**src/rtl/snn_cfg_sequencer.sv**
```systemverilog
// snn_cfg_sequencer: host byte-stream decoder that writes network config registers and gates spikes.
// Define SNN_CFG_TIMEOUT_EN to abort stalled frames after TIMEOUT_CYCLES idle cycles.
module snn_cfg_sequencer #(
    parameter int TIMEOUT_CYCLES = 255
) (
    input  logic       clk,
    input  logic       reset,
    input  logic       s_valid,
    input  logic [7:0] s_data,
    output logic       s_ready,
    output logic [3:0] cfg_addr,
    output logic [7:0] cfg_data,
    output logic       cfg_we,
    input  logic [2:0] spikes_in,
    output logic [2:0] spikes_gated,
    output logic       net_enable,
    output logic       busy,
    output logic       err
);
    typedef enum logic {IDLE, DATA} state_t;

    if (TIMEOUT_CYCLES < 1 || TIMEOUT_CYCLES > 255) begin : g_bad_timeout
        $error("TIMEOUT_CYCLES must be within 1..255");
    end

    state_t     state, state_n;
    logic [3:0] addr, addr_n, cnt, cnt_n, cfg_addr_n;
    logic [7:0] cfg_data_n;
    logic       cfg_we_n, en_n, err_n, xfer;
`ifdef SNN_CFG_TIMEOUT_EN
    localparam logic [7:0] IDLE_LAST = 8'(TIMEOUT_CYCLES - 1);
    logic [7:0] idle_cnt, idle_n;
`endif

    assign busy         = state == DATA;
    assign spikes_gated = net_enable ? spikes_in : 3'b000;
    assign xfer         = s_valid && s_ready;

    always_comb begin
        state_n    = state;
        addr_n     = addr;
        cnt_n      = cnt;
        cfg_addr_n = cfg_addr;
        cfg_data_n = cfg_data;
        cfg_we_n   = 1'b0;
        en_n       = net_enable;
        err_n      = err;
`ifdef SNN_CFG_TIMEOUT_EN
        idle_n     = 8'd0;
`endif
        if (state == IDLE) begin
            if (xfer) begin
                if (s_data[7:4] != 4'hF) begin
                    state_n = DATA;
                    addr_n  = s_data[7:4];
                    cnt_n   = s_data[3:0];
                    en_n    = 1'b0;
                end else if (s_data[3:0] == 4'h0) begin
                    en_n = 1'b1;
                end else if (s_data[3:0] == 4'h1) begin
                    en_n  = 1'b0;
                    err_n = 1'b0;
                end else begin
                    err_n = 1'b1;
                end
            end
        end else begin
            if (xfer) begin
                // address 15 is reserved: swallow the byte, flag it, keep counting
                if (addr == 4'hF) begin
                    err_n = 1'b1;
                end else begin
                    cfg_we_n   = 1'b1;
                    cfg_addr_n = addr;
                    cfg_data_n = s_data;
                end
                addr_n = addr + 4'd1;
                cnt_n  = cnt - 4'd1;
                if (cnt == 4'd0) state_n = IDLE;
            end
`ifdef SNN_CFG_TIMEOUT_EN
            else if (idle_cnt == IDLE_LAST) begin
                state_n = IDLE;
                err_n   = 1'b1;
            end else begin
                idle_n = idle_cnt + 8'd1;
            end
`endif
        end
    end

    always_ff @(posedge clk) begin
        if (!reset) begin
            state      <= IDLE;
            addr       <= 4'd0;
            cnt        <= 4'd0;
            cfg_addr   <= 4'd0;
            cfg_data   <= 8'd0;
            cfg_we     <= 1'b0;
            net_enable <= 1'b0;
            err        <= 1'b0;
            s_ready    <= 1'b0;
`ifdef SNN_CFG_TIMEOUT_EN
            idle_cnt   <= 8'd0;
`endif
        end else begin
            state      <= state_n;
            addr       <= addr_n;
            cnt        <= cnt_n;
            cfg_addr   <= cfg_addr_n;
            cfg_data   <= cfg_data_n;
            cfg_we     <= cfg_we_n;
            net_enable <= en_n;
            err        <= err_n;
            s_ready    <= 1'b1;
`ifdef SNN_CFG_TIMEOUT_EN
            idle_cnt   <= idle_n;
`endif
        end
    end
endmodule

```
**config.mk**
```make
export PLATFORM = sky130hd
export DESIGN_NAME = snn_cfg_sequencer
export DESIGN_NICKNAME = d
export VERILOG_FILES = /design/src/rtl/snn_cfg_sequencer.sv
export SDC_FILE = /design/constraint.sdc
export NUM_CORES = 1
export LEC_CHECK = 0
export BUFFER_PORTS_ARGS = -buffer_cell sky130_fd_sc_hd__clkbuf_2
export CELL_PAD_IN_SITES_DETAIL_PLACEMENT = 1
export CELL_PAD_IN_SITES_GLOBAL_PLACEMENT = 2
export CORE_MARGIN = 2
export CORE_UTILIZATION = 33
export CTS_BUF_LIST = sky130_fd_sc_hd__clkbuf_8
export DETAILED_ROUTE_END_ITERATION = 7
export PLACE_DENSITY_LB_ADDON = 0.08
export REMOVE_ABC_BUFFERS = 1
export SKIP_LAST_GASP = 1
export SLEW_MARGIN = 20
export SYNTH_ARGS = -nofsm -noshare
export SYNTH_HDL_FRONTEND = slang
export SYNTH_SLANG_ARGS = --single-unit
```
**constraint.sdc**
```tcl
create_clock -name clk -period 3.9 [get_ports clk]
set_input_delay 0.585 -clock clk [delete_from_list [all_inputs] [get_ports clk]]
set_output_delay 0.585 -clock clk [all_outputs]
set_load 0.005 [all_outputs]
```
==> results list <==
* Number of buffers added on ports: 33
- In the final layout, the share of cells above drive strength 1 is 23.8%.
* Worst min path class: reg -> reg
- The die covers 4290 um^2.
- For this design the ratio of total power to cell area is 341 nW/um^2.
- Worst Clk Skew: 0.00450 ns
- Number of fill cells: 460
- The number of global-route vias before repair came to 1,220.
- The number of setup buffers added after CTS is 0.
- For the worst-skew pair, the clock arrives at the later sink with an insertion delay of 0.27 ns.
* Xor/xnor cell area share of the yosys netlist: 0%
- The detailed router placed 1,243 vias in this run.
- Synthesized-area fraction occupied by ao, oa, aoi and oai cells: 28.5%
* CTS clock-pin slew for the worst setup and hold paths: 0.09 ns
* Cell row count: 22
- Final hold analysis gives a worst-case slack of 0.481 ns.
- Once detail routing completed, the nets flagged for antenna violations numbered 0.
* Placer's final routability congestion estimate: 0.760
- The floorplan step set the die height to 65.5 um.
* Wire length after detailed routing: 3.49 mm
* Core occupancy in the finished layout: 40.2%
- Synth cell types: 44
- The run finished with clean final reports.
- Max Cap Viol: 0
* Peak VDD IR: 0.101 mV
* Leading cell types by count after synthesis: 25 x sky130_fd_sc_hd__dfxtp_1, 16 x sky130_fd_sc_hd__a21oi_1, 15 x sky130_fd_sc_hd__nand3_1, 8 x sky130_fd_sc_hd__o21ai_1, 7 x sky130_fd_sc_hd__nor3_1
- The synthesized design contains 0 enable-type register cells.
- In the finished design, the share of the clock period the worst path needs comes to 53.1%.
- Slew Limit Headroom: 49.1%
* Slew of the pin with the lowest slew margin: 0.763 ns
- Once the floorplan was initialized, standard cells occupied 34.1% of the core.
- In the synthesized netlist, the number of instances is 145.
* CTS resizes: 0
- Unrepaired setup endpoints after global routing: false
- Total negative setup slack: 0 ns
- CTS built an H-tree with a depth of 1.
* Cell types with the largest area share after synthesis: sky130_fd_sc_hd__dfxtp_1 40%, sky130_fd_sc_hd__a21oi_1 6.4%, sky130_fd_sc_hd__nand3_1 6.0%
- CTS tree: yes
- Floorplan Core Area: 3660 um^2
* Sequential cell area fraction in the yosys report: 40.1%
* Dominant combinational cell family by area after synthesis: compound AO/OA/AOI/OAI gates
* Slew Viols, Final: 0
- The portion of synthesized area spent on multiplexers is 0%.
* Number of vias per cell: 5.65
* Number of antenna violations at the first check in global routing: 0
- Largest fanout of any net on the critical path: 23
* CTS sink cnt: 25
- Placed wire-length estimate: 2.50 mm
- Post-synth top flop: sky130_fd_sc_hd__dfxtp_1
- Adder-Cell Fraction of Synth Area: 3.01%
* CP Capture Type: flop
- Maximum root-to-sink buffer count: 2
* Number of top-level design ports: 34
- Library cell with the highest instance count after synthesis: sky130_fd_sc_hd__dfxtp_1
* Final setup violation count: 0
- Mean instance size in the synthesized netlist: 8.61 um^2
* Flop and latch count out of synthesis: 25
* # DRC: 0
* Area Growth Syn to Fin: 17.7%
- Buffers inserted to repair hold after CTS numbered 0.
- The mapped netlist covers 1250 um^2.
- FFs w/ async S/R, synth: 0%
- For the worst setup path, the data arrival time is 2.25 ns.
- Lkg Pwr: 0.603 nW
- The worst setup path is launched from a flop.
* Category of the critical setup timing path: reg -> reg
- Net count of the finished layout: 190
* CP Data Required Time: 4.08 ns
- Clock buffer count from CTS: 3
- Wire per inst: 15.9 um
- Max frequency: 483 MHz
* Maximum number of pins on one net before global-route repair: 24
- Final critical-path required period: 2.07 ns
- YS warnings: 0
- Post-synthesis simple-gate area fraction: 23.0%
* CTS root buffer: sky130_fd_sc_hd__clkbuf_8
* Global-route wire length before repair: 5.95 mm
* Post-synth top area share: 40.1%
- Cell type contributing the most total cell area after synthesis: sky130_fd_sc_hd__dfxtp_1
* Overall global routing resource usage: 17.7%
* Starting DRT DRC Count: 30
* Residual overflow from global routing: 0
- Number of diodes: 0
- The number of hold violations in the final report came to 0.
* Die Wd: 65.5 um
- First-pass DRT Iterations: 4
-- state kept, by name, summed over array words and instances (netlist names) --
| register | count |
|---|---|
| addr | 4 |
| busy | 1 |
| cfg_addr | 4 |
| cfg_data | 8 |
| cfg_we | 1 |
| cnt | 4 |
| err | 1 |
| net_enable | 1 |
| s_ready | 1 |
-- cells by family (layout without fill, tap and decap cells) --
kind of cell             count (synthesis)  count (layout)
AO/OA/AOI/OAI                           53              53
buffers and inverters                   15              42
adder cells (fa/ha/maj)                  3               3
AND/OR/NAND/NOR                         49              49
flip-flops                              25              25
-- placed cells by master (no fill, tap or decap), types with 4 or more instances in the layout --
| cell type | Yosys | final |
|---|---|---|
| sky130_fd_sc_hd__nand3_1 | 15 | 15 |
| sky130_fd_sc_hd__clkbuf_2 | 0 | 33 |
| sky130_fd_sc_hd__inv_1 | 3 | 4 |
| sky130_fd_sc_hd__o21ai_1 | 8 | 8 |
| sky130_fd_sc_hd__dfxtp_1 | 25 | 25 |
| sky130_fd_sc_hd__o21ai_0 | 5 | 5 |
| sky130_fd_sc_hd__a21oi_1 | 16 | 16 |
| sky130_fd_sc_hd__and2_1 | 4 | 4 |
| sky130_fd_sc_hd__nor3_1 | 7 | 7 |
| sky130_fd_sc_hd__nand2_1 | 6 | 6 |
-- critical path: stages, from the launching register on --
cell	delay, ns
sky130_fd_sc_hd__dfxtp_1	0.83
sky130_fd_sc_hd__and3_1	0.71
sky130_fd_sc_hd__a221oi_1	0.19
sky130_fd_sc_hd__a211oi_1	0.24
-- path summary, 6_finish.rpt --
kind	start	end	slack, ns	cells past startpoint
max	busy	cnt[2]	1.83	3
min	cfg_data[1]	cfg_data[1]	0.48	2
max reg2reg	busy	cnt[2]	1.83	3
min reg2reg	cfg_data[1]	cfg_data[1]	0.48	2
-- report_power, final --
part           total [mW]  switching (mW)  internal, mW
clock network       0.156          0.0852        0.0705
registers           0.280          0.0144         0.265
logic              0.0661          0.0366        0.0295
total               0.501           0.136         0.365
-- layer usage --
layer | routed length (um) | GRT usage (%) | vias to the layer above
li1 | - | - | 608
met5 | 0 | 0 | -
met3 | 170 | 2.05 | 4
met2 | 1600 | 30.6 | 41
met1 | 1690 | 23.4 | 590
met4 | 27 | 4.69 | 0
-- through the flow --
stage / setup WS, ns / cell area [um^2] / total power, mW / cells
floorplan: 2.30 / 1200 / 0.321 / 135
detailed placement: 1.83 / 1430 / 0.351 / 216
global route: 1.60 / 1470 / 0.525 / 220
finish: 1.83 / 1470 / 0.501 / 220
CTS: 1.82 / 1470 / 0.505 / 220
global placement: 1.91 / 1430 / 0.349 / 216
-- area by class of cell --
| class | count | area, um^2 | area share, % |
|---|---|---|---|
| sequential | 25 | 500 | 34.0 |
| tap | 48 | 60.1 | 4.09 |
| multi-input combinational | 105 | 681 | 46.3 |
| clock buffer | 3 | 41.3 | 2.81 |
| timing repair buffer | 33 | 165 | 11.2 |
| clock inverter | 1 | 3.75 | 0.255 |
| inverter | 5 | 18.8 | 1.28 |
(Power assumes the default switching activity.)
